`config.mk`:
```
export PLATFORM = sky130hd
export DESIGN_NAME = fetch_control
export DESIGN_NICKNAME = d
export VERILOG_FILES = /design/src/rtl/fetch_control_pkg.sv /design/src/rtl/fetch_control_branch_decode.sv /design/src/rtl/fetch_control.sv
export SDC_FILE = /design/constraint.sdc
export NUM_CORES = 1
export LEC_CHECK = 0
export ABC_AREA = 1
export ABC_CLOCK_PERIOD_IN_PS = 1440
export BUFFER_PORTS_ARGS = -buffer_cell sky130_fd_sc_hd__buf_2
export CAP_MARGIN = 20
export CORE_ASPECT_RATIO = 1.4
export CORE_MARGIN = 2
export CORE_UTILIZATION = 44
export CTS_CLUSTER_SIZE = 20
export DETAILED_ROUTE_END_ITERATION = 10
export GPL_TIMING_DRIVEN = 0
export MAX_ROUTING_LAYER = met4
export PLACE_DENSITY_LB_ADDON = 0.15
export SLEW_MARGIN = 30
export SYNTH_ARGS = -nofsm -noshare
export SYNTH_HDL_FRONTEND = slang
export SYNTH_SLANG_ARGS = --single-unit
```
`constraint.sdc`:
```
create_clock -name clk -period 1.44 [get_ports clk]
set_input_delay 0.288 -clock clk [delete_from_list [all_inputs] [get_ports clk]]
set_output_delay 0.288 -clock clk [all_outputs]
set_load 0.03 [all_outputs]
```
`src/rtl/fetch_control_pkg.sv`:
```
// Shared opcode, field-position and state definitions for the fetch controller.
package fetch_pkg;

  localparam logic [3:0] OP_JMP  = 4'hE;
  localparam logic [3:0] OP_BRZ  = 4'hC;
  localparam logic [3:0] OP_BRN  = 4'hD;
  localparam logic [3:0] OP_HALT = 4'hF;

  localparam int OPC_HI = 31;
  localparam int OPC_LO = 28;
  localparam int TGT_HI = 15;
  localparam int TGT_LO = 0;

  typedef enum logic [2:0] {
    REQ_IDLE,
    FETCH,
    ISSUE,
    UPDATE,
    SETTLE,
    HALT
  } state_t;

endpackage

```
`src/rtl/fetch_control_branch_decode.sv`:
```
// Combinational branch resolution: opcode and ALU flags -> taken, halt, target.
module branch_decode
  import fetch_pkg::*;
#(
  parameter int INSTR_W = 32
) (
  input  logic [INSTR_W-1:0] i_ir,
  input  logic               i_flagZ,
  input  logic               i_flagN,
  output logic               o_taken,
  output logic               o_isHalt,
  output logic [15:0]        o_target
);

  logic [3:0] w_opc;
  logic       w_unusedBits;

  assign w_opc        = i_ir[OPC_HI:OPC_LO];
  assign w_unusedBits = ^i_ir[OPC_LO-1:TGT_HI+1];

  always_comb begin
    o_taken = 1'b0;
    case (w_opc)
      OP_JMP:  o_taken = 1'b1;
      OP_BRZ:  o_taken = i_flagZ;
      OP_BRN:  o_taken = i_flagN;
      default: o_taken = 1'b0;
    endcase
  end

  assign o_isHalt = (w_opc == OP_HALT);
  assign o_target = i_ir[TGT_HI:TGT_LO];

endmodule

```
`src/rtl/fetch_control.sv`:
```
// Fetch/issue controller: fetches at pc, issues to execute, pulses one pc update per instruction.
// Optional fetch-ack timeout with sticky error when FETCH_TIMEOUT_EN is defined.
module fetch_control
  import fetch_pkg::*;
#(
  parameter int ADDR_W  = 16,
  parameter int INSTR_W = 32,
  parameter int TIMEOUT = 15
) (
  input  logic               clk,
  input  logic               rst,
  input  logic [31:0]        pc,
  output logic               imem_req,
  output logic [ADDR_W-1:0]  imem_addr,
  input  logic               imem_ack,
  input  logic [INSTR_W-1:0] imem_rdata,
  output logic [INSTR_W-1:0] ir,
  output logic               ir_valid,
  input  logic               ex_ready,
  input  logic               flag_z,
  input  logic               flag_n,
  output logic               en_inc,
  output logic               st_flag,
  output logic [15:0]        jmp_addr,
  output logic               halted,
  input  logic               resume,
  output logic               fetch_err
);

  state_t             r_state;
  state_t             w_next;
  logic [INSTR_W-1:0] r_ir;
  logic               r_taken;
  logic [15:0]        r_target;
  logic               w_taken;
  logic               w_isHalt;
  logic [15:0]        w_target;
  logic               w_timeout;
  logic               w_unusedPc;

  assign w_unusedPc = ^pc[31:ADDR_W];

  branch_decode #(.INSTR_W(INSTR_W)) u_decode (
    .i_ir     (r_ir),
    .i_flagZ  (flag_z),
    .i_flagN  (flag_n),
    .o_taken  (w_taken),
    .o_isHalt (w_isHalt),
    .o_target (w_target)
  );

`ifdef FETCH_TIMEOUT_EN
  localparam int CNT_W = ($clog2(TIMEOUT + 1) > 4) ? $clog2(TIMEOUT + 1) : 4;

  logic [CNT_W-1:0] r_cnt;
  logic             r_err;

  assign w_timeout = (r_state == FETCH) && !imem_ack && (r_cnt == CNT_W'(TIMEOUT - 1));

  // Counter sits at zero outside FETCH, so every FETCH entry starts a fresh count.
  always_ff @(posedge clk or negedge rst) begin
    if (!rst) begin
      r_cnt <= '0;
      r_err <= 1'b0;
    end else begin
      if (r_state != FETCH) r_cnt <= '0;
      else if (!imem_ack)   r_cnt <= r_cnt + 1'b1;
      if (w_timeout) r_err <= 1'b1;
    end
  end

  assign fetch_err = r_err;
`else
  logic w_unusedCfg;

  assign w_unusedCfg = TIMEOUT[0];
  assign w_timeout   = 1'b0;
  assign fetch_err   = 1'b0;
`endif

  always_ff @(posedge clk or negedge rst) begin
    if (!rst) r_state <= REQ_IDLE;
    else      r_state <= w_next;
  end

  always_comb begin
    w_next = r_state;
    case (r_state)
      REQ_IDLE: w_next = FETCH;
      FETCH: begin
        if (imem_ack)       w_next = ISSUE;
        else if (w_timeout) w_next = HALT;
      end
      ISSUE:    if (ex_ready) w_next = w_isHalt ? HALT : UPDATE;
      UPDATE:   w_next = SETTLE;
      SETTLE:   w_next = FETCH;
      HALT:     if (resume) w_next = UPDATE;
      default:  w_next = REQ_IDLE;
    endcase
  end

  // Branch outcome is frozen at the issue handshake; a resumed HALT always steps sequentially.
  always_ff @(posedge clk or negedge rst) begin
    if (!rst) begin
      r_ir     <= '0;
      r_taken  <= 1'b0;
      r_target <= '0;
    end else begin
      if (r_state == FETCH && imem_ack) r_ir <= imem_rdata;
      if (r_state == ISSUE && ex_ready) begin
        r_taken  <= w_taken;
        r_target <= w_target;
      end else if (r_state == HALT && resume) begin
        r_taken  <= 1'b0;
      end
    end
  end

  assign imem_req  = (r_state == FETCH);
  assign imem_addr = (r_state == FETCH) ? pc[ADDR_W-1:0] : '0;
  assign ir        = r_ir;
  assign ir_valid  = (r_state == ISSUE);
  assign en_inc    = (r_state == UPDATE);
  assign st_flag   = (r_state == UPDATE) && r_taken;
  assign jmp_addr  = ((r_state == UPDATE) && r_taken) ? r_target : 16'h0000;
  assign halted    = (r_state == HALT);

endmodule

```
==> impl_metrics.ini <==
[cells_and_area]
final_util_pct = 74.8
layout_commonest_cell = nand2_1
syn_to_final_growth_pct = 64.5
layout-drive-gt1-share_pct = 48.8
final_nets = 535
final_cell_mix = nand2_1, buf_2, dfrtp_1
design_area_um2 = 4100
nFillCells = 416
layout.cells.non_filler = 534

[cts]
htree_levels = 2
clock_path_buffers = 2
clock-sinks = 52
cts-buffers-inserted = 5
cts_tree = yes
clk_latency_ns = 0.30
cts_hold_buffers = 0
cts.reportedPaths.clkPinSlew_ns = 0.09
cts_root_buf = clkbuf_8

[hold_path]
min_path_type = input pin to asynchronous set/reset pin

[detailed_routing]
drt_iter0_drc = 58
drt_pass1_iterations = 4
num_vias = 2534
drc = 0
viasPerCell = 4.75
wirelength_um = 7210
wl_per_cell_um = 13.5
antenna_left = 0

[worst_setup_path]
end_kind = output pin
path_class = flip-flop to output pin
cp-start-kind = flip-flop
timing.critical_path.from = r_state[2]
crit_path_cell_trace = buf_6, buf_12, nor2_8, inv_6, buf_8, nor2_4, buf_6
ff2ff_path_depth = 10
worstPathArrival_ns = 1.54
critical_path.max_fanout = 8
cpMaxStageDelayCell = dfrtp_2
r2r-start = r_state[2]
ff2ff_setup_slack_ns = -0.17
cp.required_ns = 1.15
cpPeakStageDelay_ns = 0.44
rr_endpoint = ir[5]
crit_top_cell = buf_6

[logic_synthesis]
syn_avg_cell_area_um2 = 8.07
syn_inst = 309
synth_seq_cells = 52
syn_area_um2 = 2490
synth_nets = 380
ys_types = 23
yosys_warnings = 0
synth-seq-area-share_pct = 52.2

[timing]
min_period_ns = 1.83
setup_viol = 70
relSlewSlack_pct = 55.2
report.final.slew_viol_count = 0
skew_ns = 0.00594
hold_viol = 0
fmax_mhz = 548
whs_ns = 0.0125
rsz0062_at_grt = yes
min_period_over_period_pct = 127
setup_ws_ns = -0.386
tightest_slew_ns = 0.672

[floorplanning]
num_io_pins = 141
start_util_pct = 45.5
die_x_um = 67.6
die_area_um2 = 6300
rows = 32
die_h_um = 93.1
fp.coreArea_um2 = 5490

[status]
status = finished with violations
violations = setup timing

[grt]
antenna_found_initial = 1
grt_pass1_vias = 2390
overflow = 0
grt_max_degree = 53
grt_usage_pct = 22.8
grt_pass1_wl_um = 10700

[pwr]
power_switching_share_pct = 47.4
intPower_w = 0.00457
ir_drop_mv = 1.13
p_clk_share_pct = 9.9
pwr-share-comb_pct = 60.8
p_leak_nw = 2.23
p_seq_share_pct = 29.3
power.net_switching_w = 0.00412
powerDensity_nw_per_um2 = 2120

[place]
placedCellCount = 499
gp_congestion = 0.864
dp.final_hpwl_um = 4570
io_buffers = 122
dp_slack_ns = -0.205
placed_area_um2 = 3300

[job]
cap_violations = 0
power groups by stage:
stage          combinational (W)  sequential, W  clock [W]
3_3_place_gp             0.00390        0.00255          0
6_report                 0.00528        0.00254   0.000860
3_5_place_dp             0.00397        0.00257          0
5_1_grt                  0.00569        0.00263   0.000924
2_1_floorplan            0.00208        0.00333          0
4_1_cts                  0.00475        0.00254   0.000870
layout make-up:
class                      instances  area, um2  area share, %
buffer                            16        164           3.99
antenna                            1       2.50         0.0610
tap                               68       85.1           2.07
clock buffer                       8       90.1           2.20
multi-input combinational        195       1140           27.9
sequential                        52       1300           31.8
timing repair buffer             148       1130           27.6
inverter                          46        181           4.42
cell usage after synthesis (all sizes together):
cell | n | area share, %
nor2 | 39 | 6.9
clkbuf | 3 | 0.45
nand4 | 1 | 0.25
buf | 13 | 4.0
inv | 46 | 6.9
nand2 | 97 | 15
o211ai | 2 | 0.60
dfrtp | 52 | 52
conb | 1 | 0.15
nand3 | 35 | 7.2
o21ai | 19 | 5.9
a21oi | 1 | 0.20
cells by family after synthesis:
| group | count (synthesis) | synth area share [%] |
|---|---|---|
| AND/OR/NAND/NOR | 172 | 29.6 |
| AO/OA/AOI/OAI | 22 | 6.72 |
| other | 1 | 0.150 |
| buffers and inverters | 62 | 11.4 |
| flip-flops | 52 | 52.2 |
metrics by stage:
step | power (W) | setup TNS [ns]
2_1_floorplan | 0.00541 | -4.73
3_3_place_gp | 0.00644 | -3.38
3_5_place_dp | 0.00654 | -3.88
4_1_cts | 0.00815 | -11.65
5_1_grt | 0.00925 | -21.25
6_report | 0.00869 | -16.43
worst max-delay path by stage:
stage / end / slack [ns] / cells past startpoint
floorplan: imem_addr[10] / -0.20 / 6
global placement: imem_addr[10] / -0.18 / 7
detailed placement: imem_addr[10] / -0.20 / 7
CTS: jmp_addr[8] / -0.38 / 7
global route: imem_addr[13] / -0.44 / 7
finish: imem_addr[13] / -0.39 / 7
sequential cells by signal, summed over array words and instances, names as in the netlist:
register / count
ir: 32
r_target: 16
r_state: 3
r_taken: 1
worst max-delay path: cells and delay by family (launching register included):
family | cells | cell delay, ns
buffers and inverters | 5 | 0.60
DFF | 1 | 0.44
and+or+nand+nor | 2 | 0.19
layer usage:
metal / share of wire, % / global-route usage (%) / vias up / wire length (um)
li1: - / - / 1243 / -
met1: 40 / 26.8 / 1182 / 2890
met2: 52 / 39.1 / 97 / 3740
met3: 6.1 / 3.61 / 12 / 437
met4: 1.9 / 7.82 / 0 / 134
met5: 0 / - / - / 0
repair_timing:
item / CTS / global route
gates resized for setup: 98 / 41
setup buffers: 14 / 7
gates cloned: 2 / 3
endpoints found under the setup margin: 37 / 68
pin swaps: 5 / 3
(Power assumes the default switching activity.)
